### src/rtl/keycode_input_mapper.sv
// Maps five HID keycode slots to frame-synchronous move/shoot/pause/start commands.
// Latency: a frame_tick at cycle T updates outputs at the end of T+1 (snapshot, then evaluate).
// No backpressure: accepts one frame_tick per cycle; shoot_valid/start_pulse are one-cycle pulses.
module keycode_input_mapper #(
    parameter int unsigned FIRE_COOLDOWN = 20
) (
    input  logic       clk_clk,
    input  logic       reset_reset_n,
    input  logic       frame_tick,
    input  logic [7:0] keycode0,
    input  logic [7:0] keycode1,
    input  logic [7:0] keycode2,
    input  logic [7:0] keycode3,
    input  logic [7:0] keycode4,
    output logic       move_up,
    output logic       move_down,
    output logic       move_left,
    output logic       move_right,
    output logic       shoot_valid,
    output logic [1:0] shoot_dir,
    output logic       paused,
    output logic       start_pulse
);
    localparam int K_W  = 0;
    localparam int K_A  = 1;
    localparam int K_S  = 2;
    localparam int K_D  = 3;
    localparam int K_UP = 4;
    localparam int K_DN = 5;
    localparam int K_LT = 6;
    localparam int K_RT = 7;
    localparam int K_P  = 8;
    localparam int K_EN = 9;

    localparam logic [7:0] CD_RELOAD = 8'(FIRE_COOLDOWN - 1);

    typedef enum logic {READY, COOLDOWN} fire_state_t;

    logic [4:0][7:0] slots;
    logic [9:0]      decoded;
    logic            rollover;

    assign slots = {keycode4, keycode3, keycode2, keycode1, keycode0};

    always_comb begin
        decoded  = '0;
        rollover = 1'b0;
        for (int i = 0; i < 5; i++) begin
            case (slots[i])
                8'h1A:   decoded[K_W]  = 1'b1;
                8'h04:   decoded[K_A]  = 1'b1;
                8'h16:   decoded[K_S]  = 1'b1;
                8'h07:   decoded[K_D]  = 1'b1;
                8'h52:   decoded[K_UP] = 1'b1;
                8'h51:   decoded[K_DN] = 1'b1;
                8'h50:   decoded[K_LT] = 1'b1;
                8'h4F:   decoded[K_RT] = 1'b1;
                8'h13:   decoded[K_P]  = 1'b1;
                8'h28:   decoded[K_EN] = 1'b1;
                8'h01:   rollover      = 1'b1;
                default: ;
            endcase
        end
    end

    // Stage 1: per-frame snapshot; a rollover frame keeps the old held set but still evaluates.
    logic [9:0] held_q;
    logic [9:4] prev_q;
    logic       eval_vld;

    always_ff @(posedge clk_clk or negedge reset_reset_n) begin
        if (!reset_reset_n) begin
            held_q   <= '0;
            prev_q   <= '0;
            eval_vld <= 1'b0;
        end else begin
            eval_vld <= frame_tick;
            if (frame_tick) begin
                prev_q <= held_q[9:4];
                if (!rollover) begin
                    held_q <= decoded;
                end
            end
        end
    end

    logic [3:0] arrows_held;
    logic [3:0] arrows_new;
    logic       p_press;
    logic       en_press;
    logic       paused_nxt;

    assign arrows_held = held_q[K_RT:K_UP];
    assign arrows_new  = held_q[K_RT:K_UP] & ~prev_q[K_RT:K_UP];
    assign p_press     = held_q[K_P] & ~prev_q[K_P];
    assign en_press    = held_q[K_EN] & ~prev_q[K_EN];
    assign paused_nxt  = paused ^ p_press;

    function automatic logic [1:0] pri(input logic [3:0] v);
        if (v[0])      return 2'd0;
        else if (v[1]) return 2'd1;
        else if (v[2]) return 2'd2;
        else           return 2'd3;
    endfunction

    logic [1:0] last_dir;
    logic [1:0] sel_dir;

    always_comb begin
        sel_dir = last_dir;
        if (|arrows_new) begin
            sel_dir = pri(arrows_new);
        end else if (arrows_held[last_dir]) begin
            sel_dir = last_dir;
        end else if (|arrows_held) begin
            sel_dir = pri(arrows_held);
        end
    end

    // Fire FSM; the new pause state gates it, so a P press wins over a same-frame arrow press.
    fire_state_t state_q, state_nxt;
    logic [7:0]  cnt_q, cnt_nxt;
    logic        fire;

    always_comb begin
        state_nxt = state_q;
        cnt_nxt   = cnt_q;
        fire      = 1'b0;
        if (eval_vld && !paused_nxt) begin
            case (state_q)
                READY: begin
                    if (|arrows_held) begin
                        fire      = 1'b1;
                        cnt_nxt   = CD_RELOAD;
                        state_nxt = (CD_RELOAD == 8'd0) ? READY : COOLDOWN;
                    end
                end
                COOLDOWN: begin
                    cnt_nxt   = cnt_q - 8'd1;
                    state_nxt = (cnt_q == 8'd1) ? READY : COOLDOWN;
                end
                default: state_nxt = READY;
            endcase
        end
    end

    always_ff @(posedge clk_clk or negedge reset_reset_n) begin
        if (!reset_reset_n) begin
            state_q     <= READY;
            cnt_q       <= '0;
            last_dir    <= 2'd0;
            paused      <= 1'b0;
            move_up     <= 1'b0;
            move_down   <= 1'b0;
            move_left   <= 1'b0;
            move_right  <= 1'b0;
            shoot_valid <= 1'b0;
            shoot_dir   <= 2'd0;
            start_pulse <= 1'b0;
        end else begin
            state_q     <= state_nxt;
            cnt_q       <= cnt_nxt;
            shoot_valid <= fire;
            start_pulse <= eval_vld & en_press;
            if (eval_vld) begin
                paused     <= paused_nxt;
                last_dir   <= sel_dir;
                move_up    <= ~paused_nxt & held_q[K_W] & ~held_q[K_S];
                move_down  <= ~paused_nxt & held_q[K_S] & ~held_q[K_W];
                move_left  <= ~paused_nxt & held_q[K_A] & ~held_q[K_D];
                move_right <= ~paused_nxt & held_q[K_D] & ~held_q[K_A];
            end
            if (fire) begin
                shoot_dir <= sel_dir;
            end
        end
    end

endmodule

### config.mk
export PLATFORM = sky130hd
export DESIGN_NAME = keycode_input_mapper
export DESIGN_NICKNAME = d
export VERILOG_FILES = /design/src/rtl/keycode_input_mapper.sv
export SDC_FILE = /design/constraint.sdc
export NUM_CORES = 1
export LEC_CHECK = 0
export ABC_AREA = 1
export CAP_MARGIN = 10
export CORE_ASPECT_RATIO = 1.1
export CORE_MARGIN = 2
export CORE_UTILIZATION = 45
export DETAILED_ROUTE_END_ITERATION = 6
export GPL_TIMING_DRIVEN = 0
export MAX_ROUTING_LAYER = met4
export PLACE_DENSITY = 0.85
export SLEW_MARGIN = 20
export SYNTH_ARGS = -nofsm -noshare
export SYNTH_HDL_FRONTEND = slang
export SYNTH_SLANG_ARGS = --single-unit
### constraint.sdc
create_clock -name clk_clk -period 1.3 [get_ports clk_clk]
set_clock_uncertainty 0.2 [all_clocks]
set_input_delay 0.325 -clock clk_clk [delete_from_list [all_inputs] [get_ports clk_clk]]
set_output_delay 0.325 -clock clk_clk [all_outputs]
set_load 0.01 [all_outputs]
==> results.md <==
- Syn avg cell area: 6.135 sq um
- Switch Pwr: ~1.7 mW
- Int Pwr: 2.608 mW
- Final wirelength: about 8800 microns
- CTS HTree Levels: 2
- Drt pass-1 iters: 4
- Total CTS buffers: 5
- Synth Area in Simple Gates: 49.29%
- Multiplexer share of the synthesized area: 0%
- Port Buffer Count: 51
- Failing checks: setup timing
- First-pass GRT wire length: 13,990 microns
- DRC: 0
- P_leak: ~2.1 nW
- N_diodes: 0
- 1st-iter DRT viols: 152
- Die Area: 0.006721 sq mm
- Yosys reg bits: 37
- Peak supply drop: 0.8175 mV
- Max Freq: 647.2 MHz
- Die height: 85.79 microns
- Cells after synthesis: roughly 450
- Largest family of logic cells by synthesized area: simple AND/OR/NAND/NOR gates
- Reg power frac: 36.8%
- Tot GR Track Use: 26.69%
- Top Ports: 52
- Nets: 600
- Commonest non-fill, non-tap cell in the layout: nand2_1
- Via count: 3,349
- Required @ worst endpoint: 1.28 ns
- Worst path slowest cell: dfrtp_1
- Area share of xor/xnor cells in the synthesized design: 0.3201%
- Netlist cell types: 29
- Worst Setup Slack, final: -0.2451 ns
- CP startpoint kind: flip-flop
- RSZ-0062 raised after global routing: yes
- Synth-to-Final Area Change: 50.85%
- Ys Warns: 0
- MaxCap Viol Count: 0
- Site row count: 29
- Final period util: 118.9%
- Crit path max-delay family: simple AND/OR/NAND/NOR gates
- Largest net degree at the start of global routing: 26
- Most frequent cells in the layout: 120 x nand2_1, 49 x nor2_1, 47 x inv_1
- Clock power share: 24.6%
- Fin. max-slew vios: 0
- DR vias/cell: 5.291
- Die W: 78.35 microns
- GRT overflow: 0
- Vias in the first global route: 3,264
- WL per Instance: about 14 microns
- Worst Path Max Fanout: 4
- Data arrival, critical path: 1.53 ns
- Post-Syn Nets: 491
- Post-layout power: 4.293 mW
- Root buffer cell: clkbuf_8
- ANT nets after route: 0
- Critical path endpoint category: flip-flop
- Slowest cell delay on critical path: 0.43 ns
- Worst Setup Path Type: flip-flop to flip-flop
- CTS tree: built
- Worst rel slew slack: 77.08%
- Clk Latency, worst-skew pair: 0.29 ns
- Setup violations, final: 27
- Min Tclk post-route: 1.545 ns
- Adder-cell area share of the yosys netlist: 0.9145%
- Sequential-to-total area share from yosys stat: 33.84%
- Post-Syn Area: 0.002736 sq mm
- Ranking of synthesized cells by area: dfrtp_1 34%, nand2_1 20%, nor2_1 10%, inv_1 8.8%, nand3_1 6.4%
- Hold Vio Cnt, Final: 0
- CP Cell Sequence: nand2_2 -> nand2_4 -> nand3_4 -> nor2_4 -> buf_6 -> nand3_2 -> nand2_1 -> nand3_1
- Starting Density: 47.13%
- P per Cell Area: 1040 mW/mm^2
- Core area: 0.005806 sq mm
- Combinational power share: 38.7%
- Status: complete, but fails checks
- Initial antenna violation count: 0
- Share of layout cells above drive strength 1: between 40% and 50%
- Slew @ Worst Pin: 0.3438 ns
- DPL Wire Length: 5487 microns
- Pre-CTS setup slack: -0.6916 ns
- Switching Share: roughly two fifths
- Min-delay worst type: primary input to flip-flop
- Worst-path clk slew: 0.08 ns
- Post-synthesis compound-gate area fraction: around 6.0%
- Routability cong.: 0.8949
- Top cell type's share of synthesized area: 33.84%
- Clock Tree Buf Depth: 2
- Leading area contributor after synthesis: dfrtp_1
- Clock Sink Count: 37
- WP buf/inv: 1
per-layer routing:
metal	global-route usage [%]	up-vias	wire length, microns	share of wire (%)
met5	-	-	0	0
met4	13.40	0	416	4.7
met2	49.69	138	4731	54
li1	-	1627	-	-
met1	27.73	1547	3336	38
met3	2.947	37	350	4.0
through the flow:
stage                     utilization (%)  setup TNS (ns)  hold WS, ns  area [sq um]  cells
after CTS                           68.19          -2.321       0.1314          3959    620
after floorplan                         -         -0.7585      -0.1706          2761    446
after global placement              58.02          -49.24       0.2119          3368    574
after detailed placement            58.41          -11.09      0.05053          3391    575
final                               71.10          -3.475       0.1241          4128    633
after global routing                71.10          -5.434       0.1391          4128    633
worst paths after layout:
kind	start	to	slack [ns]	depth (start not counted)
max	held_q[8]	cnt_q[4]	-0.25	8
min	frame_tick	eval_vld	0.12	1
max reg2reg	held_q[8]	cnt_q[4]	-0.25	8
min reg2reg	prev_q[9]	start_pulse	0.24	1
max in group asynchronous	reset_reset_n	last_dir[0]	0.19	3
min in group asynchronous	reset_reset_n	cnt_q[5]	0.26	2
synthesized netlist by cell type:
library cell / instances
nand4_1: 9
nor2_4: 3
nand3b_1: 1
nor2_2: 5
dfrtp_1: 37
nand3_2: 2
nor3_2: 2
buf_6: 1
a21oi_1: 5
and2_1: 1
nor2_1: 74
or2_1: 2
nand2_2: 1
nand3_4: 1
nor3_1: 23
o31ai_1: 3
a31oi_1: 2
or2_2: 1
o21ai_0: 16
nand3_1: 35
nand2_1: 147
o21ai_1: 3
nand2_4: 1
inv_1: 64
ha_1: 2
xor2_1: 1
buf_2: 1
a21oi_2: 1
inv_2: 2
cells by family (layout without fill, tap and decap cells):
family,count (synthesis),in the layout
AO/OA/AOI/OAI,30,30
adder cells (fa/ha/maj),2,2
AND/OR/NAND/NOR,308,310
XOR/XNOR,1,1
buffers and inverters,68,176
flip-flops,37,37
area by class of cell:
type | instances | area, sq um
Sequential cell | 37 | 932.1
Clock inverter | 2 | 37.54
Inverter | 66 | 252.7
Multi-Input combinational cell | 343 | 2001
Tap cell | 77 | 96.34
Timing Repair Buffer | 100 | 703.2
Fill cell | 459 | 1678
Clock buffer | 6 | 82.58
Buffer | 2 | 22.52
power groups by stage:
stage / registers, mW / logic, mW / clock network (mW)
floorplan: 1.51 / 0.790 / 0
global placement: 1.52 / 1.17 / 0
detailed placement: 1.53 / 1.23 / 0
CTS: 1.54 / 1.40 / 1.05
global route: 1.59 / 1.81 / 1.10
finish: 1.58 / 1.66 / 1.05
flip-flops by register name (all words and copies together), names as in the netlist, 2 cells and up:
| signal | flops |
|---|---|
| prev_q | 6 |
| shoot_dir | 2 |
| last_dir | 2 |
| held_q | 10 |
| cnt_q | 8 |
timing repair:
| item | in CTS | in global routing |
|---|---|---|
| endpoints found under the setup margin | 34 | 36 |
| gates resized for setup | 235 | 97 |
| endpoints found under the hold margin | 12 | 0 |
| setup buffers | 34 | 13 |
| pin swaps | 56 | 55 |
| cloned | 3 | 0 |
| hold buffers | 1 | 0 |
Note: power is estimated with default switching activity, not from simulation.
